$ cat src/rtl/instr_fetch_seq.sv
// instr_fetch_seq: fetches 5-instruction bundles and steps through them one index per cycle
module instr_fetch_seq #(
  parameter logic [31:0] RESET_PC = 32'h0000_0000,
  parameter int unsigned BUNDLE_BYTES = 20
) (
  input  logic         clk,
  input  logic         rst,
  input  logic         stall,
  input  logic         redirect,
  input  logic [31:0]  redirect_pc,
  output logic         imem_req,
  output logic [31:0]  imem_addr,
  input  logic         imem_valid,
  input  logic [159:0] imem_rdata,
  output logic [159:0] odata_bundle,
  output logic [3:0]   ocount_inst,
  output logic         ovalid,
  output logic [31:0]  opc
);
  typedef enum logic [1:0] {IDLE, FETCH, DRAIN, ISSUE} state_t;
  state_t state;
  logic [31:0] base, rpc, tgt, nxt;
  assign rpc = {redirect_pc[31:2], 2'b00};
  assign tgt = redirect ? rpc : base;
  assign nxt = redirect ? rpc : base + 32'(BUNDLE_BYTES);
  always_ff @(posedge clk or negedge rst) begin
    if (!rst) begin
      state <= IDLE;
      base <= RESET_PC;
      imem_req <= 1'b0;
      imem_addr <= RESET_PC;
      odata_bundle <= '0;
      ocount_inst <= '0;
      ovalid <= 1'b0;
      opc <= RESET_PC;
    end else begin
      case (state)
        IDLE: begin
          state <= FETCH;
          imem_req <= 1'b1;
          base <= tgt;
          imem_addr <= tgt;
        end
        FETCH: begin
          if (redirect) begin
            base <= rpc;
            if (imem_valid) imem_addr <= rpc;
            else begin
              state <= DRAIN;
              imem_req <= 1'b0;
            end
          end else if (imem_valid) begin
            state <= ISSUE;
            imem_req <= 1'b0;
            odata_bundle <= imem_rdata;
            ocount_inst <= '0;
            opc <= base;
            ovalid <= 1'b1;
          end
        end
        // one stale response is still in flight; swallow it before refetching
        DRAIN: begin
          base <= tgt;
          if (imem_valid) begin
            state <= FETCH;
            imem_req <= 1'b1;
            imem_addr <= tgt;
          end
        end
        ISSUE: begin
          if (redirect || (!stall && ocount_inst == 4'd4)) begin
            state <= FETCH;
            imem_req <= 1'b1;
            ovalid <= 1'b0;
            base <= nxt;
            imem_addr <= nxt;
            ocount_inst <= '0;
            opc <= nxt;
          end else if (!stall) begin
            ocount_inst <= ocount_inst + 4'd1;
            opc <= opc + 32'd4;
          end
        end
      endcase
    end
  end
endmodule

$ cat config.mk
export PLATFORM = sky130hd
export DESIGN_NAME = instr_fetch_seq
export DESIGN_NICKNAME = d
export VERILOG_FILES = /design/src/rtl/instr_fetch_seq.sv
export SDC_FILE = /design/constraint.sdc
export NUM_CORES = 1
export LEC_CHECK = 0
export BUFFER_PORTS_ARGS = -buffer_cell sky130_fd_sc_hd__clkbuf_2
export CAP_MARGIN = 30
export CORE_AREA = 2 2 167 169
export CTS_CLUSTER_SIZE = 8
export DETAILED_ROUTE_END_ITERATION = 10
export DIE_AREA = 0 0 169 171
export GPL_ROUTABILITY_DRIVEN = 0
export PLACE_DENSITY = 0.78
export SYNTH_ARGS = -nofsm -noshare
export SYNTH_HDL_FRONTEND = slang
export SYNTH_SLANG_ARGS = --single-unit
$ cat constraint.sdc
create_clock -name clk -period 5.1 [get_ports clk]
set_clock_uncertainty 0.05 [all_clocks]
set_input_delay 0 -clock clk [delete_from_list [all_inputs] [get_ports clk]]
set_output_delay 0 -clock clk [all_outputs]
set_load 0.03 [all_outputs]
Word level (Yosys, flattened, before mapping)
Index checks and enable logic that the tools add are counted.

word-level totals
  output and inout port bits = 230
  flip-flop bits (word level) = 264
  input port bits = 197
  logic and storage cells = 68

cells by class
  $add $sub $neg = 3
  reduce and logical (&&, ||, !) cells = 11
  equality and inequality tests = 12
  multiplexer cells = 33
  bitwise operators = 1

operators with widths
  cell                                                                    number
  32-bit two-way mux                                                      10
  32-bit case mux with 2 select lines                                     2
  32-bit case mux with 4 select lines                                     1
  32-bit by 3-bit adder with 32-bit output (second input constant)        1
  32-bit by 5-bit adder with 32-bit output (second input constant)        1
  4-bit two-way mux                                                       4
  4-bit AND reduction                                                     4
  2-bit two-way mux                                                       5
  2-bit != test (second input constant)                                   5
  3-bit != test (second input constant)                                   3
  2-bit case mux with 4 select lines                                      1
  4-bit case mux with 2 select lines                                      1
  1-bit two-way mux                                                       7
  4-bit by 1-bit adder with 4-bit output (second input constant)          1
  2-bit equality test (second input constant)                             2
  4-bit by 3-bit equality test with 1-bit output (second input constant)  1
  1-bit case mux with 4 select lines                                      1
  3-bit AND reduction                                                     1
  3-bit OR reduction                                                      1
  2-bit by 1-bit equality test with 1-bit output (second input constant)  1
  2-bit zero test                                                         1
  1-bit case mux with 2 select lines                                      1
  2-bit nonzero test                                                      1
  1-bit logical AND                                                       1
  other kinds (3)                                                         3

Longest topological paths before layout
  depth in word-level cells = 5
  depth in mapped cells = 11
  gate-level depth less buffers = 8

Least setup slack after synthesis
OpenSTA, ideal clock, no wires.

  path kind = register -> register
  from = reg opc[2]
  to = reg opc[16]
  cell stages (with the launch flop) = 8
  setup slack = 2.561 ns
  path buffers = 0
  arrival time = 2.357 ns
  clock period less this slack = 2.539 ns
  setup time = 0.131 ns
  required time = 4.919 ns
  path through = dfrtp_1 ha_1 nand4_1 or3_2 nor3_1 mux2_2 a22oi_1 nand3_1

between the ends
  longest elaborated chain between the ends = 4

ends and longest elaborated chain
  what                                      line  source
  start: declaration                        18    output logic [31:0] opc
  start signal: assignment                  57    opc <= base;
  start signal: assignment                  78    opc <= nxt;
  start signal: assignment                  81    opc <= opc + 32'd4;
  32-bit by 3-bit adder with 32-bit output  81
  32-bit two-way mux                        79    end else if (!stall) begin
  32-bit two-way mux                        71    if (redirect || (!stall && ocount_inst == 4'd4)) begin
  32-bit case mux with 2 select lines       37    case (state)

Every way passes these cells. The select of a mux whose other input is x is not followed.
A chain may end at the register's enable or synchronous reset.

Final worst setup path
  from = reg ocount_inst[0]
  to = reg base[19]

between the ends
  longest elaborated chain between the ends = 4

ends and longest elaborated chain
  what                                            line  source
  start: declaration                              16    output logic [3:0] ocount_inst,
  start signal: assignment                        80    ocount_inst <= ocount_inst + 4'd1;
  4-bit by 3-bit equality test with 1-bit output  71
  1-bit logical AND                               71
  1-bit logical OR                                71
  2-bit != test (no source line)                  --
  end signal: assignment                          46    base <= rpc;
  end signal: assignment                          63    base <= tgt;
  end signal: assignment                          75    base <= nxt;
  end: declaration                                22    logic [31:0] base, rpc, tgt, nxt;

Every way passes these cells.

==> results.yml <==
status:
  status: "finished clean"
synthesis:
  synth_flop_cell: "dfrtp_1"
  synthArstFlopShare_pct: 100.0
  synth_top_cell_by_area: "dfrtp_1"
  avgSynthCellArea_sq_um: 10.38
  ys_seq_area_share_pct: 49.38
  yosysWarnings: 0
  synthCells: 1289
  synth_seq_cells: 264
  syn_nets: 1490
  synth_top_area_share_pct: 49.38
  synth_area_leaders: "dfrtp_1 (49%), mux2_2 (14%), nor2_1 (3.1%)"
  synth_edf_count: 0
  synthDistinctLibCells: 80
  syn-cell-area_sq_mm: 0.01338
worst_setup_path:
  critPathRequiredTime_ns: 5.48
  crit_path_top_delay_cell: "nor4bb_2"
  max_stage_delay_ns: 0.66
  cp-start-kind: "flip-flop"
  cp-end-kind: "flip-flop"
  r2r_slack_ns: 1.83
  worstPathArrival_ns: 3.65
  worstPathMaxFanout: 14
  cp_cell_sequence: "inv_1, ha_1, nor4bb_2, buf_4, nand2_1, nor4_1, nor2_1, a211oi_1"
  path_class: "reg -> reg"
global_routing:
  grt_max_degree: 162
  grt_pass1_vias: 12910
  grt_pass1_wl_microns: 75520
  grt_remaining_overflow: 0
  antenna_found_initial: 1
  grt_usage_pct: 33.88
run:
  cap_violations: 0
cells_and_area:
  layout.filler_cells: 1981
  finish.utilization_pct: 68.58
  drive_gt1_share_pct: 36.08
  final_nets: 2076
  layout_common_cells: "clkbuf_2 (423), dfrtp_1 (264), dlygate4sd3_1 (193)"
  syn_to_final_growth_pct: 40.05
  mostFrequentLayoutCell: "clkbuf_2"
min_path:
  holdCritPathClass: "in -> async"
detailed_routing:
  drtIter0Drc: 1617
  avgViaCountPerCell: 6.044
  drt-total-wl_microns: 51420
  via_count: 13460
  first_pass_iters: 6
  drt.antenna.violating_nets: 0
  post_drt_wl_per_cell_microns: 23.09
  drc: 0
clocking:
  cts_resized: 0
  cts.sinks: 264
  insertion_delay_ns: 0.52
  cts.clk_slew.worst_paths_ns: 0.05
  cts_made_buffers: 39
  cts-root-buf: "clkbuf_16"
  cts_tree: "built"
  htreeDepth: 2
  ctsLongestPathBuffers: 3
floorplan:
  die_area_sq_mm: 0.02890
  floorplan.io_pins: 427
  start_util_pct: 48.97
  dieHeight_microns: 171
  rows: 61
  dieWidth_microns: 169
  core_sq_mm: 0.02732
place:
  dpl.hpwl_microns: 32920
  io_buffer_count: 424
timing:
  max_freq_ghz: 0.3057
  worstMarginPinSlew_ns: 0.9687
  relSlewSlack_pct: 35.07
  slew_viol_final: 0
  rsz0062_at_grt: "no"
  hold_viol: 0
  post-route-period-util_pct: 64.14
  setup-tns-final_ns: 0
  fin_crit_ns: 3.271
  setup_viol: 0
pwr:
  peakVddDrop_mv: 0.5012
  p_leak_nw: 8.466
  p_per_area_mw_per_mm2: 608.3
where the power goes:
part	switching, mW	leakage (nW)	total, mW	internal (mW)
sequential	0.823	3.13	3.83	3.00
combinational	3.55	4.82	5.23	1.68
clock	0.919	0.519	2.34	1.42
total	5.29	8.47	11.4	6.11
final cells by class:
cell class	instances	area (sq um)	share of cell area, %
flip-flops and latches	264	6606	35.26
multi-input cells	913	6311	33.68
repair buffers	640	4263	22.75
clock buffers	42	997.2	5.322
well taps	346	432.9	2.310
inverters	17	63.81	0.3405
clock inverters	3	58.81	0.3138
diodes	2	5.005	0.02671
state kept, by name, summed over array words and instances (netlist names):
signal / flops
odata_bundle: 160
ovalid: 1
imem_addr: 32
ocount_inst: 4
opc: 32
state: 2
base: 32
imem_req: 1
cells in the mapped netlist (7+ instances only):
cell type / number
dfrtp_1: 264
mux2_2: 163
nor2_1: 112
nand2_1: 105
o21ai_0: 84
a21oi_1: 51
clkbuf_1: 45
buf_2: 40
nand3_1: 40
nor3_1: 31
nand4_1: 24
mux2i_1: 19
and3_1: 18
inv_1: 17
o22ai_1: 17
a211oi_1: 16
a31oi_1: 14
nand2b_1: 14
o31ai_1: 14
xor2_1: 13
a22oi_1: 12
xnor2_1: 11
a21boi_0: 8
buf_1: 8
nor4_1: 8
a22o_1: 7
o211ai_1: 7
o21a_1: 7
o221ai_1: 7
path summary, 6_finish.rpt:
path | from | endpoint | cells past startpoint
setup / recovery | ocount_inst[0] | base[19] | 8
hold / removal | rst | base[8] | 2
setup reg to reg | ocount_inst[0] | base[19] | 8
hold reg to reg | imem_addr[2] | imem_addr[2] | 2
max in group asynchronous | rst | odata_bundle[139] | 3
min in group clk | redirect | base[0] | 2
metal layers:
| layer | global-route usage, % | up-vias | routed length [microns] |
|---|---|---|---|
| met1 | 41.26 | 6433 | 18520 |
| met4 | 16.20 | 0 | 2552 |
| met5 | 0 | - | 0 |
| met2 | 53.99 | 929 | 23950 |
| li1 | - | 5883 | - |
| met3 | 11.98 | 215 | 6400 |
metrics by stage:
| stage | worst slack (ns) | total power [mW] | instance area (sq um) | hold slack [ns] | std cells |
|---|---|---|---|---|---|
| after CTS | 1.970 | 11.18 | 18730 | 0.008257 | 2224 |
| after floorplan | 2.561 | 6.926 | 13380 | -0.3456 | 1289 |
| after detailed placement | 1.986 | 8.703 | 15740 | 0.004791 | 1986 |
| after global routing | 1.668 | 11.85 | 18740 | 0.04330 | 2226 |
| final | 1.829 | 11.40 | 18740 | 0.002381 | 2227 |
| after global placement | 2.070 | 8.560 | 15720 | 0.01173 | 1984 |
critical path: cells and delay by family, from the launching register on:
kind	cells	cell delay, ns
AO/OA/AOI/OAI	1	0.24
adder cells (fa/ha/maj)	1	0.16
buffers and inverters	2	0.45
flip-flops	1	0.43
AND/OR/NAND/NOR	4	1.85
kinds of logic after synthesis:
kind of cell | Yosys count | share of synthesized area [%]
AO/OA/AOI/OAI | 298 | 14.50
XOR/XNOR | 24 | 1.571
adder cells (fa/ha/maj) | 4 | 0.3741
flip-flops | 264 | 49.38
multiplexers | 182 | 15.14
buffers and inverters | 112 | 3.554
AND/OR/NAND/NOR | 405 | 15.49
what timing repair did:
action	in CTS	in global routing
setup endpoints to repair	0	0
hold buffers	193	0
setup buffers	0	0
endpoints found under the hold margin	323	0
Power figures use the tool's default switching activity.
